===== src/rtl/ram_port_arbiter.sv =====
// rtl/ram_port_arbiter.sv - round-robin two-master arbiter for a 1-cycle-latency synchronous RAM port
module ram_port_arbiter #(
    parameter int ADDR_W    = 32,
    parameter int DATA_W    = 32,
    parameter int RAM_BYTES = 4096
) (
    input  logic              clk,
    input  logic              reset,
    input  logic              m0_req,
    input  logic              m0_we,
    input  logic [ADDR_W-1:0] m0_addr,
    input  logic [DATA_W-1:0] m0_wdata,
    output logic              m0_gnt,
    output logic              m0_rvalid,
    output logic [DATA_W-1:0] m0_rdata,
    input  logic              m1_req,
    input  logic              m1_we,
    input  logic [ADDR_W-1:0] m1_addr,
    input  logic [DATA_W-1:0] m1_wdata,
    output logic              m1_gnt,
    output logic              m1_rvalid,
    output logic [DATA_W-1:0] m1_rdata,
    output logic              ram_en,
    output logic              ram_we,
    output logic [ADDR_W-1:0] ram_addr,
    output logic [DATA_W-1:0] ram_wdata,
    input  logic [DATA_W-1:0] ram_rdata
);

    typedef enum logic [1:0] {IDLE, ACCESS, RWAIT, RESP} state_t;

    state_t state_q, state_d;
    logic   last_q, last_d;
    logic   id_q, id_d;
    logic   we_q, we_d;
    logic   ok_q, ok_d;

    logic              m0_gnt_d, m1_gnt_d, m0_rvalid_d, m1_rvalid_d;
    logic [DATA_W-1:0] m0_rdata_d, m1_rdata_d;
    logic              ram_en_d, ram_we_d;
    logic [ADDR_W-1:0] ram_addr_d;
    logic [DATA_W-1:0] ram_wdata_d;

    // Winner selection: a lone requester wins; on a tie the master not served last wins.
    logic              sel_id;
    logic              sel_we;
    logic [ADDR_W-1:0] sel_addr;
    logic [DATA_W-1:0] sel_wdata;
    logic              sel_ok;
    logic [DATA_W-1:0] rd_value;

    assign sel_id    = (m0_req && m1_req) ? ~last_q : m1_req;
    assign sel_we    = sel_id ? m1_we    : m0_we;
    assign sel_addr  = sel_id ? m1_addr  : m0_addr;
    assign sel_wdata = sel_id ? m1_wdata : m0_wdata;
    assign sel_ok    = sel_addr < ADDR_W'(RAM_BYTES);
    assign rd_value  = ok_q ? ram_rdata : '0;

    always_comb begin
        state_d     = state_q;
        last_d      = last_q;
        id_d        = id_q;
        we_d        = we_q;
        ok_d        = ok_q;
        m0_gnt_d    = 1'b0;
        m1_gnt_d    = 1'b0;
        m0_rvalid_d = 1'b0;
        m1_rvalid_d = 1'b0;
        m0_rdata_d  = m0_rdata;
        m1_rdata_d  = m1_rdata;
        ram_en_d    = 1'b0;
        ram_we_d    = ram_we;
        ram_addr_d  = ram_addr;
        ram_wdata_d = ram_wdata;
        case (state_q)
            IDLE: begin
                if (m0_req || m1_req) begin
                    id_d     = sel_id;
                    last_d   = sel_id;
                    we_d     = sel_we;
                    ok_d     = sel_ok;
                    m0_gnt_d = ~sel_id;
                    m1_gnt_d = sel_id;
                    // Out-of-range accesses are granted but never reach the RAM.
                    if (sel_ok) begin
                        ram_en_d    = 1'b1;
                        ram_we_d    = sel_we;
                        ram_addr_d  = sel_addr;
                        ram_wdata_d = sel_wdata;
                    end
                    state_d = ACCESS;
                end
            end
            ACCESS: state_d = we_q ? IDLE : RWAIT;
            RWAIT: begin
                if (id_q) begin
                    m1_rdata_d  = rd_value;
                    m1_rvalid_d = 1'b1;
                end else begin
                    m0_rdata_d  = rd_value;
                    m0_rvalid_d = 1'b1;
                end
                state_d = RESP;
            end
            RESP:    state_d = IDLE;
            default: state_d = IDLE;
        endcase
    end

    always_ff @(posedge clk or negedge reset) begin
        if (!reset) begin
            state_q   <= IDLE;
            last_q    <= 1'b1;
            id_q      <= 1'b0;
            we_q      <= 1'b0;
            ok_q      <= 1'b0;
            m0_gnt    <= 1'b0;
            m1_gnt    <= 1'b0;
            m0_rvalid <= 1'b0;
            m1_rvalid <= 1'b0;
            m0_rdata  <= '0;
            m1_rdata  <= '0;
            ram_en    <= 1'b0;
            ram_we    <= 1'b0;
            ram_addr  <= '0;
            ram_wdata <= '0;
        end else begin
            state_q   <= state_d;
            last_q    <= last_d;
            id_q      <= id_d;
            we_q      <= we_d;
            ok_q      <= ok_d;
            m0_gnt    <= m0_gnt_d;
            m1_gnt    <= m1_gnt_d;
            m0_rvalid <= m0_rvalid_d;
            m1_rvalid <= m1_rvalid_d;
            m0_rdata  <= m0_rdata_d;
            m1_rdata  <= m1_rdata_d;
            ram_en    <= ram_en_d;
            ram_we    <= ram_we_d;
            ram_addr  <= ram_addr_d;
            ram_wdata <= ram_wdata_d;
        end
    end

endmodule


===== config.mk =====
export PLATFORM = sky130hd
export DESIGN_NAME = ram_port_arbiter
export DESIGN_NICKNAME = d
export VERILOG_FILES = /design/src/rtl/ram_port_arbiter.sv
export SDC_FILE = /design/constraint.sdc
export NUM_CORES = 1
export LEC_CHECK = 0
export CAP_MARGIN = 30
export CORE_ASPECT_RATIO = 0.7
export CORE_UTILIZATION = 25
export CTS_CLUSTER_DIAMETER = 100
export DETAILED_ROUTE_END_ITERATION = 8
export GPL_TIMING_DRIVEN = 0
export SYNTH_ARGS = -nofsm -noshare
export SYNTH_HDL_FRONTEND = slang
export SYNTH_SLANG_ARGS = --single-unit

===== constraint.sdc =====
create_clock -name clk -period 2.8 [get_ports clk]
set_clock_uncertainty 0.1 [all_clocks]
set_input_delay 0.56 -clock clk [delete_from_list [all_inputs] [get_ports clk]]
set_output_delay 0.56 -clock clk [all_outputs]
set_load 0.005 [all_outputs]

==> results.cfg, run 1 <==
[placement]
place_congestion = 0.752
dpl.hpwl_mm = 13.9
placed_cell_area_sq_um = 9110
port_buffers = 299
place_ws_ps = -137

[floorplanning]
coreArea_sq_um = 22000
fp-row-count = 45
ioPinCount = 300
dieArea_sq_um = 23400
dieHeight_microns = 128
start_util_pct = 25.9
dieWidth_microns = 183

[drt]
wire_per_inst_microns = 16.3
ant_nets = 0
drc_errors = 0
first_pass_iters = 5
vias = 4648
wirelength_mm = 18.2
drt_iter0_drc = 147
vias_per_cell = 4.18

[global_routing]
grt_pass1_vias = 4821
track_usage_pct = 15.4
grt_max_degree = 73
grt_pass1_wl_mm = 27.5
grt-ovfl-total = 0
antenna_found_initial = 0

[timing]
max_slew.worst_pin.slew_ps = 689
min_period_ps = 2500
max_slew_margin_pct = 54.1
setup_violations = 0
fin_crit_sh_pct = 89.3
rsz0062_at_grt = no
drv_slew = 0
max_freq_mhz = 400
holdWs_ps = 84.5
tns_ps = 0
finalHoldViolCount = 0
worst_slack_ps = 299

[power_and_ir_drop]
power.density_nw_per_um2 = 652
p_leak_nw = 4.19
p_total_w = 0.00635
ir_drop_uv = 317

[final_layout]
area_growth_pct = 70.7
finalNetCount = 961
drive_gt1_share_pct = 16.5
antenna_cells = 0
final_area_sq_um = 9740

[hold_path]
hp-class = in2async

[setup_path]
ff2ff_path_depth = 7
crit_slowest_cell = clkdlybuf4s50_1
max_stage_delay_ps = 510
end_kind = flip-flop
cpMostUsedCell = buf_6
critPathArrivalTime_ps = 2690
crit_fanout = 10
crit_type = in2reg
cp.required_ps = 2990
crit_path_start_kind = input pin
path_cells = clkdlybuf4s50_1, a21boi_2, buf_4, and2_4, nand3_1, o22a_1, buf_6, buf_6, mux2_4

[synthesis]
yosysTopAreaCell = dfrtp_1
ys.flop_type = dfrtp_1
synth_top_area_share_pct = 61.0
synth_fp_nets = 642
synth_area_leaders = dfrtp_1 61%, mux2_2 16%, nand2_1 6.5%
yosysWarnings = 0
ys_seq_area_share_pct = 61.5
async_reset_ff_share_pct = 100
syn_area_per_cell_sq_um = 12.0
syn_inst = 476
ys_ff_latch = 140
synth_edf_count = 0
synth_area_sq_um = 5700
synth.distinct_cells = 23

[cts]
cts_made_buffers = 17
hold_buffers = 0
cts_tree = yes
cts.sinks = 140
clockBufferDepth = 2
htreeDepth = 4
cts_root_buf = clkbuf_16
worst_skew_pair.late_latency_ps = 400
post_cts_buffers = 0
cts_resized = 0
clk_pin_slew_ps = 60

[job]
maxCapViolCount = 0

[status]
status = finished, final reports clean
-- flip-flops by register name, summed over array words and instances, names as in the netlist, named ones only --
signal and cells:
id_q 1, last_q 1, m0_gnt 1, m0_rdata 32, m0_rvalid 1, m1_gnt 1
m1_rdata 32, m1_rvalid 1, ok_q 1, ram_addr 32, ram_en 1, ram_wdata 32
ram_we 1, state_q 1, we_q 1
-- per-stage QoR --
step,utilization [%],cells
after global routing,44.2,1113
after detailed placement,41.4,1081
after global placement,41.2,1080
after CTS,44.2,1113
after floorplan,-,476
final,44.2,1113
-- Yosys cell counts, types with 3 or more instances --
cell type,n
inv_1,3
nand2_1,99
buf_2,3
clkbuf_1,24
o21ai_0,65
a21o_1,3
mux2_4,8
nand3_1,4
and2_1,20
nor2_1,3
mux2_2,83
dfrtp_1,139
nor4_1,10
-- logic make-up (layout without fill, tap and decap cells) --
group,Yosys count,count (layout),share of synthesized area (%)
AO/OA/AOI/OAI,70,70,6.45
buffers and inverters,33,365,2.57
flip-flops,140,140,61.5
multiplexers,91,91,18.5
AND/OR/NAND/NOR,142,142,11.0
-- layout by cell type, fill, tap and decap left out, drive strengths merged --
| cell type | count |
|---|---|
| o21ai | 65 |
| mux2 | 91 |
| nand3 | 4 |
| dfstp | 1 |
| nor2b | 1 |
| clkdlybuf4s50 | 298 |
| and3 | 1 |
| clkinvlp | 3 |
| clkinv | 3 |
| a21boi | 1 |
| buf | 8 |
| dfrtp | 139 |
| and2 | 21 |
| bufinv | 4 |
| a21o | 3 |
| nor2 | 3 |
| clkbuf | 43 |
| inv | 6 |
| nor4 | 10 |
| nor3 | 1 |
| o22a | 1 |
| nand2 | 99 |
| nand2b | 2 |
-- final timing paths --
check | start | endpoint | slack (ps)
max in group asynchronous | reset | ram_addr[11]$_DFFE_PN0P_ | 1680
max reg2reg | last_q$_DFFE_PN1P_ | ram_wdata[19]$_DFFE_PN0P_ | 530
min | reset | m0_rdata[12]$_DFFE_PN0P_ | 80
min in group clk | m1_rdata[5]$_DFFE_PN0P_ | m1_rdata[5]$_DFFE_PN0P_ | 380
min reg2reg | m1_rdata[5]$_DFFE_PN0P_ | m1_rdata[5]$_DFFE_PN0P_ | 380
max | m1_req | ram_addr[5]$_DFFE_PN0P_ | 300
-- worst max-delay path: cells and delay by family --
kind	cells	cell delay (ps)
multiplexers	1	300
AO/OA/AOI/OAI	2	470
AND/OR/NAND/NOR	2	290
buffers and inverters	4	1070
-- metal layers --
| layer | track usage, % | share of wire [%] | vias up | routed length (microns) |
|---|---|---|---|---|
| met4 | 3.71 | 0.78 | 0 | 142 |
| met5 | 0 | 0 | - | 0 |
| li1 | - | - | 2253 | - |
| met1 | 21.6 | 49 | 2229 | 8850 |
| met3 | 5.60 | 7.6 | 12 | 1380 |
| met2 | 22.6 | 43 | 154 | 7790 |
-- final cells by class --
cell class | instances | area (sq um)
plain buffers | 30 | 135
clock buffers | 19 | 443
clock inverters | 13 | 188
fillers | 2080 | 12300
inverters | 3 | 11.3
multi-input cells | 303 | 2050
flip-flops and latches | 140 | 3500
well taps | 305 | 382
repair buffers | 300 | 3020
-- where the power goes --
part           total, W  leakage, nW  switching, W  internal [W]
combinational   0.00147         1.97      0.000617      0.000852
clock           0.00242        0.300      0.000900       0.00152
sequential      0.00246         1.93      0.000152       0.00230
(Power assumes the default switching activity.)
==> run 2, diff against run 1 <==
--- a/config.mk
+++ b/config.mk
@@ -11,6 +11,7 @@
 export CTS_CLUSTER_DIAMETER = 100
 export DETAILED_ROUTE_END_ITERATION = 8
 export GPL_TIMING_DRIVEN = 0
+export MAX_ROUTING_LAYER = met4
 export SYNTH_ARGS = -nofsm -noshare
 export SYNTH_HDL_FRONTEND = slang
 export SYNTH_SLANG_ARGS = --single-unit
==> run 2 against run 1 <==
Effect of this change: count of clock-buffer cells in the layout stayed put; first-iteration DRC count rose by 12%; highest routed layer unchanged; largest cell class unchanged; combinational power about the same; flip-flop and latch count unchanged; total power about the same; cell area unchanged; via count fell by 0.13%.
==> results.cfg, run 2 (synthesis results as in run 1) <==
[status]
status = finished, final reports clean

[placement]
place_congestion = 0.762
numPlacedInstances = 1081
place_ws_ps = -137
dpl.hpwl_mm = 13.9
port_buffers = 299

[floorplanning]
dieWidth_microns = 183
dieHeight_microns = 128
start_util_pct = 25.9
dieArea_sq_um = 23400
ioPinCount = 300
fp-row-count = 45
coreArea_sq_um = 22000

[setup_path]
r2r_start = last_q$_DFFE_PN1P_
cp.required_ps = 2990
crit_path_start_kind = input pin
end_kind = flip-flop
rrSetupSlack_ps = 530
ff2ff_path_depth = 7
crit_fanout = 10
worstReg2RegEnd = ram_wdata[19]$_DFFE_PN0P_
critPathArrivalTime_ps = 2680
crit_type = in2reg

[power_and_ir_drop]
internal_power_w = 0.00468
p_leak_nw = 4.19
clockPowerShare_pct = 38.2
p_seq_share_pct = 38.7
switchingPower_w = 0.00167
p_total_w = 0.00635
combinationalPowerShare_pct = 23.1
power.density_nw_per_um2 = 652
ir_drop_uv = 320
switching_share_pct = 26.3

[global_routing]
antenna_found_initial = 0
grt_pass1_vias = 4850
grt-ovfl-total = 0
track_usage_pct = 15.9
grt_max_degree = 73
grt_pass1_wl_mm = 27.5

[timing]
fin_crit_sh_pct = 89.0
min_period_ps = 2490
holdWs_ps = 78.8
max_freq_mhz = 401
worst_slack_ps = 308
drv_slew = 0
max_slew.worst_pin.slew_ps = 690
setup_violations = 0
rsz0062_at_grt = no
max_slew_margin_pct = 54.0
finalHoldViolCount = 0

[final_layout]
multi_input_area_sq_um = 2050
fin_cells = 1113
finalNetCount = 961
layout_common_cells = 298 x clkdlybuf4s50_1, 139 x dfrtp_1, 99 x nand2_1
antenna_cells = 0
fillers = 2080
utilization_pct = 44.2
area_growth_pct = 70.7
drive_gt1_share_pct = 16.5
seq_area_sq_um = 3500
mostFrequentLayoutCell = clkdlybuf4s50_1

[hold_path]
hp-class = in2async

[drt]
wire_per_inst_microns = 16.3
drt_iter0_drc = 165
drc_errors = 0
vias = 4642
ant_nets = 0
vias_per_cell = 4.17
first_pass_iters = 4
wirelength_mm = 18.2

[cts]
cts_root_buf = clkbuf_16
clk_pin_slew_ps = 60
hold_buffers = 0
clockBufferDepth = 2
post_cts_buffers = 0
cts_resized = 0
worst_skew_pair.late_latency_ps = 410
cts_tree = yes
htreeDepth = 4
cts.sinks = 140
cts_made_buffers = 17

[job]
maxCapViolCount = 0
## run 2: cell counts in the layout (fill, tap and decap cells not counted)
Identical to the previous run, type by type.
## run 2: per-stage QoR
stage / instance area [sq um] / TNS [ps]
6_report: 9740 / 0
5_1_grt: 9740 / 0
4_1_cts: 9740 / 0
3_5_place_dp: 9110 / -5370
3_3_place_gp: 9080 / -691010
2_1_floorplan: 5700 / 0
## run 2: worst max-delay path: stages
cell	delay (ps)
clkdlybuf4s50_1	510
a21boi_2	160
buf_4	200
and2_4	200
nand3_1	70
o22a_1	310
buf_6	190
buf_6	160
mux2_4	300
## run 2: routing by layer
metal | routed length [microns] | track usage [%] | vias up
met5 | 0 | - | -
met2 | 7860 | 22.6 | 156
met4 | 142 | 3.71 | 0
met1 | 8870 | 21.9 | 2224
met3 | 1320 | 5.24 | 13
li1 | - | - | 2249
## run 2: how the worst max path moves through the flow
stage | start | endpoint | slack (ps) | depth (start not counted)
2_1_floorplan | m1_req | ram_addr[10]$_DFFE_PN0P_ | 710 | 8
3_3_place_gp | reset | ram_wdata[27]$_DFFE_PN0P_ | -4930 | 1
3_5_place_dp | m1_req | ram_addr[7]$_DFFE_PN0P_ | -140 | 9
4_1_cts | m1_req | ram_addr[8]$_DFFE_PN0P_ | 290 | 9
5_1_grt | m1_req | ram_addr[27]$_DFFE_PN0P_ | 170 | 9
6_report | m1_req | ram_addr[5]$_DFFE_PN0P_ | 310 | 9
## run 2: area by class of cell
| type | instances | share of cell area, % |
|---|---|---|
| clock buffer | 19 | 4.55 |
| buffer | 30 | 1.39 |
| multi-input combinational | 303 | 21.1 |
| timing repair buffer | 300 | 31.0 |
| inverter | 3 | 0.116 |
| clock inverter | 13 | 1.93 |
| tap | 305 | 3.92 |
| sequential | 140 | 36.0 |
## run 2: power groups by stage
| stage | logic (W) | registers [W] | clock network (W) |
|---|---|---|---|
| final | 0.00147 | 0.00246 | 0.00243 |
| after global routing | 0.00161 | 0.00249 | 0.00258 |
| after CTS | 0.00150 | 0.00246 | 0.00249 |
| after detailed placement | 0.00150 | 0.00250 | 0 |
| after global placement | 0.00149 | 0.00249 | 0 |
| after floorplan | 0.000485 | 0.00250 | 0 |
==> run 3, diff against run 2 <==
--- a/config.mk
+++ b/config.mk
@@ -8,6 +8,7 @@
 export CAP_MARGIN = 30
 export CORE_ASPECT_RATIO = 0.7
 export CORE_UTILIZATION = 25
+export CTS_BUF_LIST = sky130_fd_sc_hd__clkbuf_4 sky130_fd_sc_hd__clkbuf_8
 export CTS_CLUSTER_DIAMETER = 100
 export DETAILED_ROUTE_END_ITERATION = 8
 export GPL_TIMING_DRIVEN = 0
@@ -15,3 +16,4 @@
 export SYNTH_ARGS = -nofsm -noshare
 export SYNTH_HDL_FRONTEND = slang
 export SYNTH_SLANG_ARGS = --single-unit
+export TNS_END_PERCENT = 10
==> run 3 against run 2 <==
Effect of this change: flip-flop and latch count did not move; cell area fell by 1.9%; first-iteration DRC count fell by 9.7%; largest cell class unchanged; via count barely moved; setup slack improved by 31 ps.
==> results.cfg, run 3 (synthesis results as in run 1) <==
[drt]
wire_per_inst_microns = 16.4
drc_errors = 0
wirelength_mm = 18.3
vias_per_cell = 4.17
first_pass_iters = 4
ant_nets = 0
drt_iter0_drc = 149
vias = 4645

[final_layout]
mostFrequentLayoutCell = clkdlybuf4s50_1
drive_gt1_share_pct = 16.6
finalNetCount = 961
fillers = 2094
layout_common_cells = 298 x clkdlybuf4s50_1, 139 x dfrtp_1, 99 x nand2_1
final_area_sq_um = 9550
area_growth_pct = 67.4
antenna_cells = 0

[global_routing]
grt_pass1_wl_mm = 27.5
grt_pass1_vias = 4860
grt-ovfl-total = 0
antenna_found_initial = 0
grt_max_degree = 73
track_usage_pct = 16.0

[power_and_ir_drop]
power.density_nw_per_um2 = 605
internal_power_w = 0.00416
switching_share_pct = 27.9
p_leak_nw = 4.11
switchingPower_w = 0.00161
combinationalPowerShare_pct = 25.5
clockPowerShare_pct = 32.0
p_seq_share_pct = 42.5
ir_drop_uv = 223

[setup_path]
end_kind = flip-flop
crit_type = in2reg
cp.required_ps = 3020
critPathArrivalTime_ps = 2680
crit_fanout = 10
crit_path_start_kind = input pin

[timing]
max_slew_margin_pct = 54.1
finalHoldViolCount = 0
max_slew.worst_pin.slew_ps = 689
min_period_ps = 2460
max_freq_mhz = 406
holdWs_ps = 38.9
setup_violations = 0
fin_crit_sh_pct = 87.9
drv_slew = 0
rsz0062_at_grt = no

[floorplanning]
dieArea_sq_um = 23400
fp-row-count = 45
dieHeight_microns = 128
dieWidth_microns = 183
coreArea_sq_um = 22000
ioPinCount = 300
start_util_pct = 25.9

[status]
status = finished, final reports clean

[placement]
dpl.hpwl_mm = 13.9
place_congestion = 0.762
placed_cell_area_sq_um = 9110
port_buffers = 299

[cts]
cts_made_buffers = 17
htreeDepth = 4
cts_resized = 0
cts_root_buf = clkbuf_8
cts_tree = yes
cts.sinks = 140
worst_skew_pair.late_latency_ps = 440
clockBufferDepth = 2
clk_pin_slew_ps = 80
hold_buffers = 0
post_cts_buffers = 0

[hold_path]
hp-class = in2async

[job]
maxCapViolCount = 0
==> run 3: cell types whose count changed in the layout (fill, tap and decap cells not counted) <==
cell       delta
clkbuf_1      -1
clkbuf_16    -17
clkbuf_4      +1
clkbuf_8     +17
==> run 3: path summary, 6_finish.rpt <==
check	startpoint	end	slack, ps	cells past startpoint
worst max-delay path	m1_req	ram_addr[5]$_DFFE_PN0P_	340	9
max in group asynchronous	reset	ram_addr[10]$_DFFE_PN0P_	1730	2
worst min register to register	m0_rdata[14]$_DFFE_PN0P_	m0_rdata[14]$_DFFE_PN0P_	380	2
worst max register to register	last_q$_DFFE_PN1P_	ram_wdata[19]$_DFFE_PN0P_	510	7
min in group clk	m0_rdata[14]$_DFFE_PN0P_	m0_rdata[14]$_DFFE_PN0P_	380	2
worst min-delay path	reset	m0_rdata[11]$_DFFE_PN0P_	40	1
==> run 3: power by group through the flow <==
stage	clock network [W]	logic [W]	registers, W
floorplan	0	0.000485	0.00250
global placement	0	0.00149	0.00249
detailed placement	0	0.00150	0.00250
CTS	0.00192	0.00150	0.00246
global route	0.00200	0.00161	0.00249
finish	0.00185	0.00147	0.00245
==> run 3: layout make-up <==
| type | instances | area [sq um] | area share (%) |
|---|---|---|---|
| Sequential cell | 140 | 3500 | 36.7 |
| Timing Repair Buffer | 300 | 3020 | 31.6 |
| Multi-Input combinational cell | 303 | 2050 | 21.5 |
| Tap cell | 305 | 382 | 4.00 |
| Clock buffer | 19 | 255 | 2.67 |
| Clock inverter | 13 | 188 | 1.97 |
| Buffer | 30 | 135 | 1.42 |
| Inverter | 3 | 11.3 | 0.118 |
==> run 3: routing by layer <==
metal | global-route usage [%] | vias up | share of wire, %
met5 | - | - | 0
met4 | 4.60 | 0 | 0.95
met3 | 4.92 | 15 | 7.0
met2 | 22.7 | 148 | 43
met1 | 21.9 | 2230 | 49
li1 | - | 2252 | -
==> run 3: stage by stage <==
step | setup TNS (ps) | setup WS, ps | utilization [%] | total power, W | std cells
6_report | 0 | 339 | 43.4 | 0.00577 | 1113
5_1_grt | 0 | 222 | 43.4 | 0.00610 | 1113
4_1_cts | 0 | 340 | 43.4 | 0.00588 | 1113
3_5_place_dp | -5370 | -137 | 41.4 | 0.00399 | 1081
3_3_place_gp | -691010 | -4930 | 41.2 | 0.00398 | 1080
2_1_floorplan | 0 | 707 | - | 0.00299 | 476
==> run 3: worst max-delay path: stages <==
cell	delay (ps)
clkdlybuf4s50_1	510
a21boi_2	160
buf_4	210
and2_4	210
nand3_1	80
o22a_1	310
buf_6	190
buf_6	160
mux2_4	300
